`config.mk`:
```
export PLATFORM = sky130hd
export DESIGN_NAME = cx_uplink_arbiter
export DESIGN_NICKNAME = d
export VERILOG_FILES = /design/src/rtl/cx_arb_pkg.sv /design/src/rtl/cx_sync_fifo.sv /design/src/rtl/cx_uplink_arbiter.sv
export SDC_FILE = /design/constraint.sdc
export NUM_CORES = 2
export LEC_CHECK = 0
export CAP_MARGIN = 5
export CORE_MARGIN = 2
export CORE_UTILIZATION = 60
export DETAILED_ROUTE_END_ITERATION = 8
export PLACE_DENSITY = 0.89
export SETUP_SLACK_MARGIN = 0.4
export SLEW_MARGIN = 5
export SYNTH_ARGS = -nofsm -noshare
export SYNTH_HDL_FRONTEND = slang
export SYNTH_HIERARCHICAL = 1
export SYNTH_SLANG_ARGS = --single-unit
```
`constraint.sdc`:
```
create_clock -name clk -period 4.57 [get_ports clk]
set_input_delay 0.457 -clock clk [delete_from_list [all_inputs] [get_ports clk]]
set_output_delay 0.457 -clock clk [all_outputs]
set_load 0.05 [all_outputs]
```
`src/rtl/cx_arb_pkg.sv`:
```
// Shared types and constants for the uplink arbiter: FSM states, grant
// owner and the packed width of one mic FIFO entry.
package cx_arb_pkg;

  typedef enum logic [1:0] {
    IDLE,
    MIC_FRAME,
    BME_HI,
    BME_LO
  } arb_state_e;

  typedef enum logic {
    MIC,
    BME
  } grant_e;

  // {data[31:0], channel[4:0], error[1:0]}
  localparam int MIC_ENTRY_W = 39;

endpackage

```
`src/rtl/cx_sync_fifo.sv`:
```
// Single-clock FIFO whose head sits in a dedicated output register, so read
// data is always registered and a write takes two edges to reach the head.
module cx_sync_fifo #(
  parameter int WIDTH = 39,
  parameter int DEPTH = 32
) (
  input  logic             clk_i,
  input  logic             reset_i,
  input  logic             wr_en_i,
  input  logic [WIDTH-1:0] wr_data_i,
  input  logic             rd_en_i,
  output logic [WIDTH-1:0] rd_data_o,
  output logic             rd_valid_o,
  output logic             full_o,
  output logic             empty_o
);

  localparam int AW = $clog2(DEPTH);

  logic [WIDTH-1:0] mem_q [DEPTH];
  logic [AW-1:0]    wrPtr_q, wrPtr_d;
  logic [AW-1:0]    rdPtr_q, rdPtr_d;
  logic [AW:0]      memCount_q, memCount_d;
  logic [WIDTH-1:0] head_q, head_d;
  logic             headValid_q, headValid_d;
  logic [AW:0]      total;
  logic             pop, push, load;

  // Occupancy counts the head register too, so full means DEPTH words held.
  assign total   = memCount_q + {{AW{1'b0}}, headValid_q};
  assign full_o  = (total == (AW+1)'(DEPTH));
  assign empty_o = (total == '0);

  assign pop  = rd_en_i && headValid_q;
  assign push = wr_en_i && (!full_o || pop);
  assign load = (memCount_q != '0) && (!headValid_q || pop);

  assign rd_data_o  = head_q;
  assign rd_valid_o = headValid_q;

  always_comb begin
    wrPtr_d     = wrPtr_q;
    rdPtr_d     = rdPtr_q;
    head_d      = head_q;
    headValid_d = headValid_q;
    memCount_d  = memCount_q + {{AW{1'b0}}, push} - {{AW{1'b0}}, load};
    if (push) begin
      wrPtr_d = wrPtr_q + AW'(1);
    end
    if (load) begin
      rdPtr_d     = rdPtr_q + AW'(1);
      head_d      = mem_q[rdPtr_q];
      headValid_d = 1'b1;
    end else if (pop) begin
      headValid_d = 1'b0;
    end
  end

  always_ff @(posedge clk_i) begin
    if (reset_i) begin
      wrPtr_q     <= '0;
      rdPtr_q     <= '0;
      memCount_q  <= '0;
      head_q      <= '0;
      headValid_q <= 1'b0;
    end else begin
      wrPtr_q     <= wrPtr_d;
      rdPtr_q     <= rdPtr_d;
      memCount_q  <= memCount_d;
      head_q      <= head_d;
      headValid_q <= headValid_d;
    end
  end

  always_ff @(posedge clk_i) begin
    if (push) begin
      mem_q[wrPtr_q] <= wr_data_i;
    end
  end

endmodule

```
`src/rtl/cx_uplink_arbiter.sv`:
```
// Merges the mic frame stream and BME samples into one 32-bit uplink,
// round-robin per packet, with resync of broken mic frames and sticky flags.
module cx_uplink_arbiter
  import cx_arb_pkg::*;
#(
  parameter int NUM_MIC_CH     = 16,
  parameter int MIC_FIFO_DEPTH = 32,
  parameter int BME_CHANNEL    = 31
) (
  input  logic        clk,
  input  logic        reset,
  input  logic [31:0] mic_data,
  input  logic [4:0]  mic_channel,
  input  logic [1:0]  mic_error,
  input  logic        mic_valid,
  input  logic [63:0] bme_data,
  input  logic [1:0]  bme_error,
  input  logic        bme_valid,
  output logic [31:0] out_data,
  output logic [4:0]  out_channel,
  output logic [1:0]  out_error,
  output logic        out_sop,
  output logic        out_eop,
  output logic        out_valid,
  input  logic        out_ready,
  input  logic        clear_flags,
  output logic        mic_overflow,
  output logic        bme_overflow,
  output logic        frame_error,
  output logic        busy
);

  localparam logic [4:0] LAST_CH = 5'(NUM_MIC_CH - 1);
  localparam logic [4:0] BME_CH  = 5'(BME_CHANNEL);

  logic [MIC_ENTRY_W-1:0] fifoHead;
  logic                   fifoHeadValid, fifoFull, fifoEmpty, fifoPop;
  logic [31:0]            headData;
  logic [4:0]             headCh;
  logic [1:0]             headErr;

  arb_state_e  state_q, state_d;
  grant_e      lastGrant_q, lastGrant_d;
  logic [4:0]  expCh_q, expCh_d;
  logic [63:0] bmeData_q, bmeData_d;
  logic [1:0]  bmeErr_q, bmeErr_d;
  logic        bmeFull_q, bmeFull_d;
  logic        micOvf_q, micOvf_d;
  logic        bmeOvf_q, bmeOvf_d;
  logic        frameErr_q, frameErr_d;

  logic        micCand, isLast, frameErrSet, bmeFree, bmeLoad, micDrop, bmeDrop;

  cx_sync_fifo #(
    .WIDTH(MIC_ENTRY_W),
    .DEPTH(MIC_FIFO_DEPTH)
  ) u_mic_fifo (
    .clk_i      (clk),
    .reset_i    (reset),
    .wr_en_i    (mic_valid),
    .wr_data_i  ({mic_data, mic_channel, mic_error}),
    .rd_en_i    (fifoPop),
    .rd_data_o  (fifoHead),
    .rd_valid_o (fifoHeadValid),
    .full_o     (fifoFull),
    .empty_o    (fifoEmpty)
  );

  assign headData = fifoHead[38:7];
  assign headCh   = fifoHead[6:2];
  assign headErr  = fifoHead[1:0];
  assign micCand  = fifoHeadValid && (headCh == '0);
  assign isLast   = (expCh_q == LAST_CH);

  always_comb begin
    state_d     = state_q;
    lastGrant_d = lastGrant_q;
    expCh_d     = expCh_q;
    fifoPop     = 1'b0;
    frameErrSet = 1'b0;
    bmeFree     = 1'b0;
    out_valid   = 1'b0;
    out_data    = '0;
    out_channel = '0;
    out_error   = '0;
    out_sop     = 1'b0;
    out_eop     = 1'b0;
    unique case (state_q)
      IDLE: begin
        // A non-zero channel at the head can never start a frame; drop it.
        if (fifoHeadValid && (headCh != '0)) begin
          fifoPop     = 1'b1;
          frameErrSet = 1'b1;
        end
        if (micCand && (!bmeFull_q || (lastGrant_q == BME))) begin
          state_d = MIC_FRAME;
          expCh_d = '0;
        end else if (bmeFull_q) begin
          state_d = BME_HI;
        end
      end
      MIC_FRAME: begin
        if (fifoHeadValid) begin
          if (headCh == expCh_q) begin
            out_valid   = 1'b1;
            out_data    = headData;
            out_channel = headCh;
            out_error   = headErr;
            out_sop     = (expCh_q == '0);
            out_eop     = isLast;
            if (out_ready) begin
              fifoPop = 1'b1;
              expCh_d = expCh_q + 5'd1;
              if (isLast) begin
                state_d     = IDLE;
                lastGrant_d = MIC;
              end
            end
          end else if (headCh == '0) begin
            // Leave the channel-0 word in place so it opens the next frame.
            frameErrSet = 1'b1;
            state_d     = IDLE;
          end else begin
            fifoPop     = 1'b1;
            frameErrSet = 1'b1;
          end
        end
      end
      BME_HI: begin
        out_valid   = 1'b1;
        out_data    = bmeData_q[63:32];
        out_channel = BME_CH;
        out_error   = bmeErr_q;
        out_sop     = 1'b1;
        if (out_ready) begin
          state_d = BME_LO;
        end
      end
      BME_LO: begin
        out_valid   = 1'b1;
        out_data    = bmeData_q[31:0];
        out_channel = BME_CH;
        out_error   = bmeErr_q;
        out_eop     = 1'b1;
        if (out_ready) begin
          bmeFree     = 1'b1;
          lastGrant_d = BME;
          state_d     = IDLE;
        end
      end
      default: state_d = IDLE;
    endcase
  end

  assign bmeLoad = bme_valid && (!bmeFull_q || bmeFree);
  assign bmeDrop = bme_valid && !bmeLoad;
  assign micDrop = mic_valid && fifoFull && !fifoPop;

  always_comb begin
    bmeData_d = bmeData_q;
    bmeErr_d  = bmeErr_q;
    bmeFull_d = bmeFull_q;
    if (bmeLoad) begin
      bmeData_d = bme_data;
      bmeErr_d  = bme_error;
      bmeFull_d = 1'b1;
    end else if (bmeFree) begin
      bmeFull_d = 1'b0;
    end
    // A set event in the same cycle as clear_flags keeps the flag high.
    micOvf_d   = micDrop     || (micOvf_q   && !clear_flags);
    bmeOvf_d   = bmeDrop     || (bmeOvf_q   && !clear_flags);
    frameErr_d = frameErrSet || (frameErr_q && !clear_flags);
  end

  always_ff @(posedge clk) begin
    if (reset) begin
      state_q     <= IDLE;
      lastGrant_q <= BME;
      expCh_q     <= '0;
      bmeData_q   <= '0;
      bmeErr_q    <= '0;
      bmeFull_q   <= 1'b0;
      micOvf_q    <= 1'b0;
      bmeOvf_q    <= 1'b0;
      frameErr_q  <= 1'b0;
    end else begin
      state_q     <= state_d;
      lastGrant_q <= lastGrant_d;
      expCh_q     <= expCh_d;
      bmeData_q   <= bmeData_d;
      bmeErr_q    <= bmeErr_d;
      bmeFull_q   <= bmeFull_d;
      micOvf_q    <= micOvf_d;
      bmeOvf_q    <= bmeOvf_d;
      frameErr_q  <= frameErr_d;
    end
  end

  assign mic_overflow = micOvf_q;
  assign bme_overflow = bmeOvf_q;
  assign frame_error  = frameErr_q;
  assign busy         = (state_q != IDLE) || !fifoEmpty || bmeFull_q;

endmodule

```
After elaboration in Yosys (flattened, before gate mapping)
Memories as Yosys holds them, arrays and structs flattened. A register that Yosys moved wholly into a read port is not among the register bits.
Index checks and enable logic that the tools add are counted.
{"block": "totals", "register_bits": 95, "mem_bits_rw": 1248, "inputBits": 111, "output_inout_bits": 46, "elab_cells": 136, "mem_count": 1}
{"memory": "u_mic_fifo.mem_q", "depth": 32, "width": 39, "read_ports": 1, "rd_ports_with_merged_regs": 1, "wr": 1, "line_no": "cx_sync_fifo.sv:20", "source": "logic [WIDTH-1:0] mem_q [DEPTH];"}
{"block": "op_classes", "add_sub_neg": 6, "eq_ne": 17, "mux": 55, "n_reduce_logical": 44}
{"operator": "$pmux 32 s3", "count": 1}
{"operator": "$mux 32", "count": 2}
{"operator": "$mux 5", "count": 6}
{"operator": "$mux 1", "count": 25}
{"operator": "$mux 2", "count": 11}
{"operator": "$pmux 5 s2", "count": 2}
{"operator": "$add 5x1->5 const B", "count": 3}
{"operator": "$logic_and 1x1->1", "count": 13}
{"operator": "$add 6x1->6", "count": 2}
{"operator": "$ne 2x2->1 const B", "count": 6}
{"operator": "$ne 3x3->1 const B", "count": 4}
{"operator": "$pmux 1 s2", "count": 6}
{"operator": "$logic_not 5->1", "count": 2}
{"operator": "$reduce_bool 2->1", "count": 5}
{"operator": "$logic_or 1x1->1", "count": 9}
{"operator": "$pmux 2 s4", "count": 1}
{"operator": "$logic_not 1->1", "count": 7}
{"operator": "$reduce_and 7->1", "count": 1}
{"operator": "$eq 6x6->1 const B", "count": 1}
{"operator": "$logic_not 6->1", "count": 1}
{"operator": "$reduce_and 6->1", "count": 1}
{"operator": "$reduce_bool 6->1", "count": 1}
{"operator": "$sub 6x1->6", "count": 1}
{"operator": "$eq 5x4->1 const B", "count": 1}
{"operator": "other kinds (9)", "count": 10}

Longest topological paths before layout
{"block": "depth", "depth_word": 10, "ltp_mapped": 18, "ltp_nobuf": 18}

Modules after synthesis
The synthesis kept the hierarchy.
{"mod": "cx_sync_fifo", "n_inst": 1, "cells_each": 2290, "area_each_um2": 49442.4, "seq_area_each_um2": 38597.0}
{"mod": "cx_uplink_arbiter", "n_inst": 1, "cells_each": 490, "area_each_um2": 3877.5, "seq_area_each_um2": 1561.5}

Least setup slack after synthesis
Ideal clock, no wire load.
{"block": "synth_path", "path_type": "register to register", "start": "register u_mic_fifo.head_q[6] (netlist: u_mic_fifo/rd_data_o[6]) (read register of u_mic_fifo.mem_q)", "end": "memory u_mic_fifo.mem_q[22][0], enable pin", "setup_time_ps": 435, "t_arrival_ps": 3416, "required_ps": 4135, "slack_ps": 719, "path_stages_with_launch": 9, "path_buffers": 0, "period_less_slack_ps": 3851, "cell_sequence": "dfxtp_1 xor2_1 nor3_4 a41o_1 o21a_1 and2_1 o41a_1 nand2_1 nor2_1"}
{"block": "synth_between", "elab_chain_cells": 10, "elab_cells_between_ends": 14, "cone_classes": "eq/ne: 1; mux: 7; reduce/logical: 6"}
{"item": "from (decl)", "line_no": "cx_sync_fifo.sv:24", "source": "logic [WIDTH-1:0] head_q, head_d;"}
{"item": "$logic_not 5->1", "line_no": "cx_uplink_arbiter.sv:119", "source": "end else if (headCh == '0) begin"}
{"item": "$mux 1", "line_no": "cx_uplink_arbiter.sv:119"}
{"item": "$mux 1", "line_no": "cx_uplink_arbiter.sv:104", "source": "if (headCh == expCh_q) begin"}
{"item": "$mux 1", "line_no": "cx_uplink_arbiter.sv:103", "source": "if (fifoHeadValid) begin"}
{"item": "$pmux 1 s2 (*)", "line_no": "cx_uplink_arbiter.sv:88", "source": "unique case (state_q)"}
{"item": "named net fifoPop", "line_no": "cx_uplink_arbiter.sv:37", "source": "logic fifoHeadValid, fifoFull, fifoEmpty, fifoPop;"}
{"item": "$logic_and 1x1->1 (*)", "line_no": "cx_sync_fifo.sv:34", "source": "assign pop = rd_en_i && headValid_q;"}
{"item": "$logic_or 1x1->1 (*)", "line_no": "cx_sync_fifo.sv:35", "source": "assign push = wr_en_i && (!full_o || pop);"}
{"item": "$logic_and 1x1->1 (*)", "line_no": "cx_sync_fifo.sv:35"}
{"item": "$mux 1 (*)", "line_no": "cx_sync_fifo.sv:76", "source": "if (push) begin"}
{"item": "$mux 1 (not written as such) (*)", "line_no": "cx_sync_fifo.sv:77", "source": "mem_q[wrPtr_q] <= wr_data_i;"}
{"item": "to (decl)", "line_no": "cx_sync_fifo.sv:20"}
Mark *: on every way through the listed nets, which the timed path passes. The rest lies on a longest branch.

Final worst setup path
{"block": "layout_path", "start": "register u_mic_fifo.headValid_q (netlist: u_mic_fifo/rd_valid_o)", "end": "memory u_mic_fifo.mem_q[10][6], enable pin"}
{"block": "layout_between", "elab_chain_cells": 8, "elab_cells_between_ends": 12, "cone_classes": "add/sub: 1; eq/ne: 1; mux: 5; reduce/logical: 5"}
{"item": "from (decl)", "line_no": "cx_sync_fifo.sv:25", "source": "logic headValid_q, headValid_d;"}
{"item": "from (signal assigned)", "line_no": "cx_sync_fifo.sv:71", "source": "headValid_q <= headValid_d;"}
{"item": "parallel branches: the longest is 4 deep, another holds $add 6x1->6"}
{"item": "$logic_or 1x1->1 (*)", "line_no": "cx_sync_fifo.sv:35"}
{"item": "$logic_and 1x1->1 (*)", "line_no": "cx_sync_fifo.sv:35"}
{"item": "$mux 1 (*)", "line_no": "cx_sync_fifo.sv:76"}
{"item": "$mux 1 (not written as such) (*)", "line_no": "cx_sync_fifo.sv:77"}
Mark *: on every way between the ends.

==> results_dict.tcl <==
set metrics [dict create \
    crit_top_cell "ha_1" \
    finalHoldViolations 0 \
    async_flop_share_pct 0 \
    p_leak_uw 0.0200 \
    ant_nets 0 \
    rrSetupSlack_ns 0.21 \
    critPathCaptureType "register" \
    fmax_mhz 230 \
    worstSetupStartpointType "register" \
    multiInputGateArea_sq_um 12600 \
    peakVddDrop_mv 0.453 \
    dp.cells 4026 \
    p_total_uw 32500 \
    vias 30867 \
    synth_edf_count 1248 \
    stdcell_count 4282 \
    wl_per_cell_um 34.9 \
    dp_slack_ns 0.395 \
    globalRouteTotalUtil_pct 32.8 \
    setup_slack_ns 0.213 \
    relSlewSlack_pct 9.50 \
    finalMaxSlewViolations 0 \
    h-tree-depth 4 \
    crit_chain "ha_1 -> ha_1 -> nor3_1 -> a31oi_1 -> o41a_1 -> nand2_1 -> buf_4 -> nor2_2" \
    switching_share_pct 29.1 \
    antenna_found_initial 6 \
    nets 3151 \
    num_rows 109 \
    ys_seq_area_share_pct 75.3 \
    clock_power_share_pct 33.9 \
    grt_pass1_vias 30563 \
    netlist_instances 2780 \
    final_cell_mix "edfxtp_1 (1248), mux4_2 (234), a21oi_1 (162), mux2i_1 (162), nand2_1 (148)" \
    synth_cell_type_count 68 \
    clk_pin_slew_ns 0.07 \
    rsz0062_at_grt "yes" \
    overflow 0 \
    status "finished, final reports clean" \
    synth_fp_nets 2918 \
    gp_congestion 0.910 \
    die_w_um 302 \
    die_h_um 302 \
    power.switching_uw 9450 \
    cts.sinks 1382 \
    drc 0 \
    grt_pass1_wl_mm 213 \
    syn-cell-area_sq_um 53300 \
    syn_to_final_growth_pct 14.5 \
    worst-path-max-fanout 11 \
    fin_skew_ns 0.0394 \
    core-area_sq_um 88200 \
    io_buffers 156 \
    postRouteWirelength_mm 150 \
    critPathKind "register to register" \
    setup_viol 0 \
    tightest_slew_ns 1.35 \
    cts_inserted_buffers 135 \
    fin_util_pct 69.2 \
    period_minus_slack_ns 4.36 \
    arrival_ns 4.72 \
    grt_max_degree 81 \
    ys_ff_latch 1382 \
    cts_tree "built" \
    tns_ns 0 \
    drt-initial-drc-count 4942 \
    slowest_stage "nor2_2" \
    p_seq_share_pct 44.4 \
    start_util_pct 60.4 \
    power_density_nw_per_um2 533 \
    regArea_sq_um 40200 \
    cellInternalPower_uw 23100 \
    drive_above_1_share_pct 19.9 \
    nFillCells 4872 \
    dr.pass1.iters 6 \
    final_common_cell "edfxtp_1" \
    worstSkewPairLatency_ns 0.76 \
    synth_area_per_cell_sq_um 19.2 \
    vias_per_cell 7.21 \
    hold_class "input pin to register" \
    ys.flop_type "edfxtp_1" \
    dp_hpwl_mm 78.8 \
    clk_path_buf_depth 3 \
    synth_warnings 6 \
    cts-root-buf "clkbuf_16" \
    drv_cap 0 \
    pin_count 157 \
    slowest_delay_ns 0.93 \
    combPwrFrac_pct 21.8 \
    worst_ep_required_time_ns 4.93 \
    dieArea_sq_um 91300 \
    cts_hold_buf 0 \
    fin_crit_sh_pct 95.3 \
]
==> through the flow <==
stage / instance area, sq um / hold WS, ns
floorplan: 53300 / 0.433
global placement: 56600 / 0.442
detailed placement: 56600 / 0.450
CTS: 60900 / 0.100
global route: 61000 / 0.161
finish: 61100 / 0.130
==> sequential cells by signal (all words and copies together), names as in the netlist <==
| name | cells |
|---|---|
| frame_error | 1 |
| u_mic_fifo/rdPtr_q | 5 |
| bmeErr_q | 2 |
| bmeData_q | 64 |
| u_mic_fifo/wrPtr_q | 5 |
| expCh_q | 5 |
| bme_overflow | 1 |
| u_mic_fifo/rd_data_o | 39 |
| u_mic_fifo/memCount_q | 6 |
| lastGrant_q | 1 |
| u_mic_fifo/rd_valid_o | 1 |
| bmeFull_q | 1 |
| mic_overflow | 1 |
| state_q | 2 |
| u_mic_fifo/mem_q | 1248 |
==> critical path, delay by kind of cell, from the launching register on <==
family                     cells  cell delay [ns]
AOI/OAI and AO/OA              2             0.83
buffers and inverters          1             0.46
DFF                            1             0.52
adders and majority gates      2             0.50
and+or+nand+nor                3             1.67
==> final cells by class <==
cell class,count,area share (%)
clock inverters,67,1.07
diodes,2,0.00820
multi-input cells,1212,20.6
inverters,20,0.123
well taps,1165,2.39
flip-flops and latches,1382,65.8
clock buffers,172,5.95
repair buffers,262,4.04
==> final timing paths <==
path | startpoint | to | depth (start not counted)
max | u_mic_fifo/rd_valid_o$_SDFFE_PP0P_ | u_mic_fifo/mem_q[10][6]$_DFFE_PP_ | 8
max reg2reg | u_mic_fifo/rd_valid_o$_SDFFE_PP0P_ | u_mic_fifo/mem_q[10][6]$_DFFE_PP_ | 8
min reg2reg | bmeData_q[42]$_SDFFE_PP0P_ | bmeData_q[42]$_SDFFE_PP0P_ | 2
min | reset | bme_overflow$_SDFF_PP0_ | 2
==> repair_timing <==
item | CTS | global route
setup endpoints to repair | 73 | 123
setup buffers | 2 | 5
pin swaps | 4 | 7
cloned | 3 | 3
gates resized for setup | 4 | 37
==> synthesized netlist by cell type, drive strengths merged, types with 3 or more instances <==
| library cell | n | area (sq um) |
|---|---|---|
| o31ai | 4 | 30.0 |
| xnor2 | 5 | 43.8 |
| buf | 70 | 438 |
| mux4 | 234 | 5270 |
| a21oi | 163 | 820 |
| mux2i | 162 | 1620 |
| o2bb2ai | 32 | 280 |
| a2111oi | 39 | 450 |
| xor2 | 10 | 87.6 |
| nand4 | 3 | 18.8 |
| edfxtp | 1248 | 37500 |
| ha | 26 | 325 |
| nand2b | 4 | 25.0 |
| a31oi | 3 | 18.8 |
| inv | 20 | 75.1 |
| dfxtp | 134 | 2680 |
| clkbuf | 102 | 423 |
| nand3b | 4 | 30.0 |
| o221ai | 40 | 357 |
| or4 | 4 | 33.8 |
| and2 | 3 | 18.8 |
| nand3 | 6 | 30.0 |
| a22o | 78 | 683 |
| a21o | 7 | 53.8 |
| o22ai | 39 | 250 |
| nor2b | 10 | 62.6 |
| nor3b | 3 | 22.5 |
| nor3 | 6 | 46.3 |
| o21ai | 10 | 53.8 |
| a22oi | 70 | 526 |
| nor2 | 63 | 236 |
| or3 | 4 | 25.0 |
| nand2 | 148 | 556 |
==> cell families after synthesis <==
kind of cell / after synthesis / synth area share [%]
compound gates: 501 / 6.89
xor+xnor: 15 / 0.246
fa+ha+maj: 27 / 0.648
buf+inv: 192 / 1.76
flops: 1382 / 75.3
mux: 397 / 12.9
simple gates: 266 / 2.20
==> per-layer routing <==
layer  GRT usage, %  share of wire [%]  vias up
li1               -                  -    11911
met4           16.8                5.5        6
met1           41.6                 33    15449
met3           8.48                 13      536
met5              0              0.036        -
met2           52.8                 48     2965
==> power groups by stage <==
| stage | clock (uW) | sequential [uW] | combinational [uW] |
|---|---|---|---|
| 3_3_place_gp | 0 | 14600 | 6440 |
| 2_1_floorplan | 0 | 14500 | 4510 |
| 4_1_cts | 11100 | 14400 | 6870 |
| 5_1_grt | 11500 | 14400 | 7270 |
| 3_5_place_dp | 0 | 14700 | 6650 |
| 6_report | 11000 | 14400 | 7080 |
(Power assumes the default switching activity.)
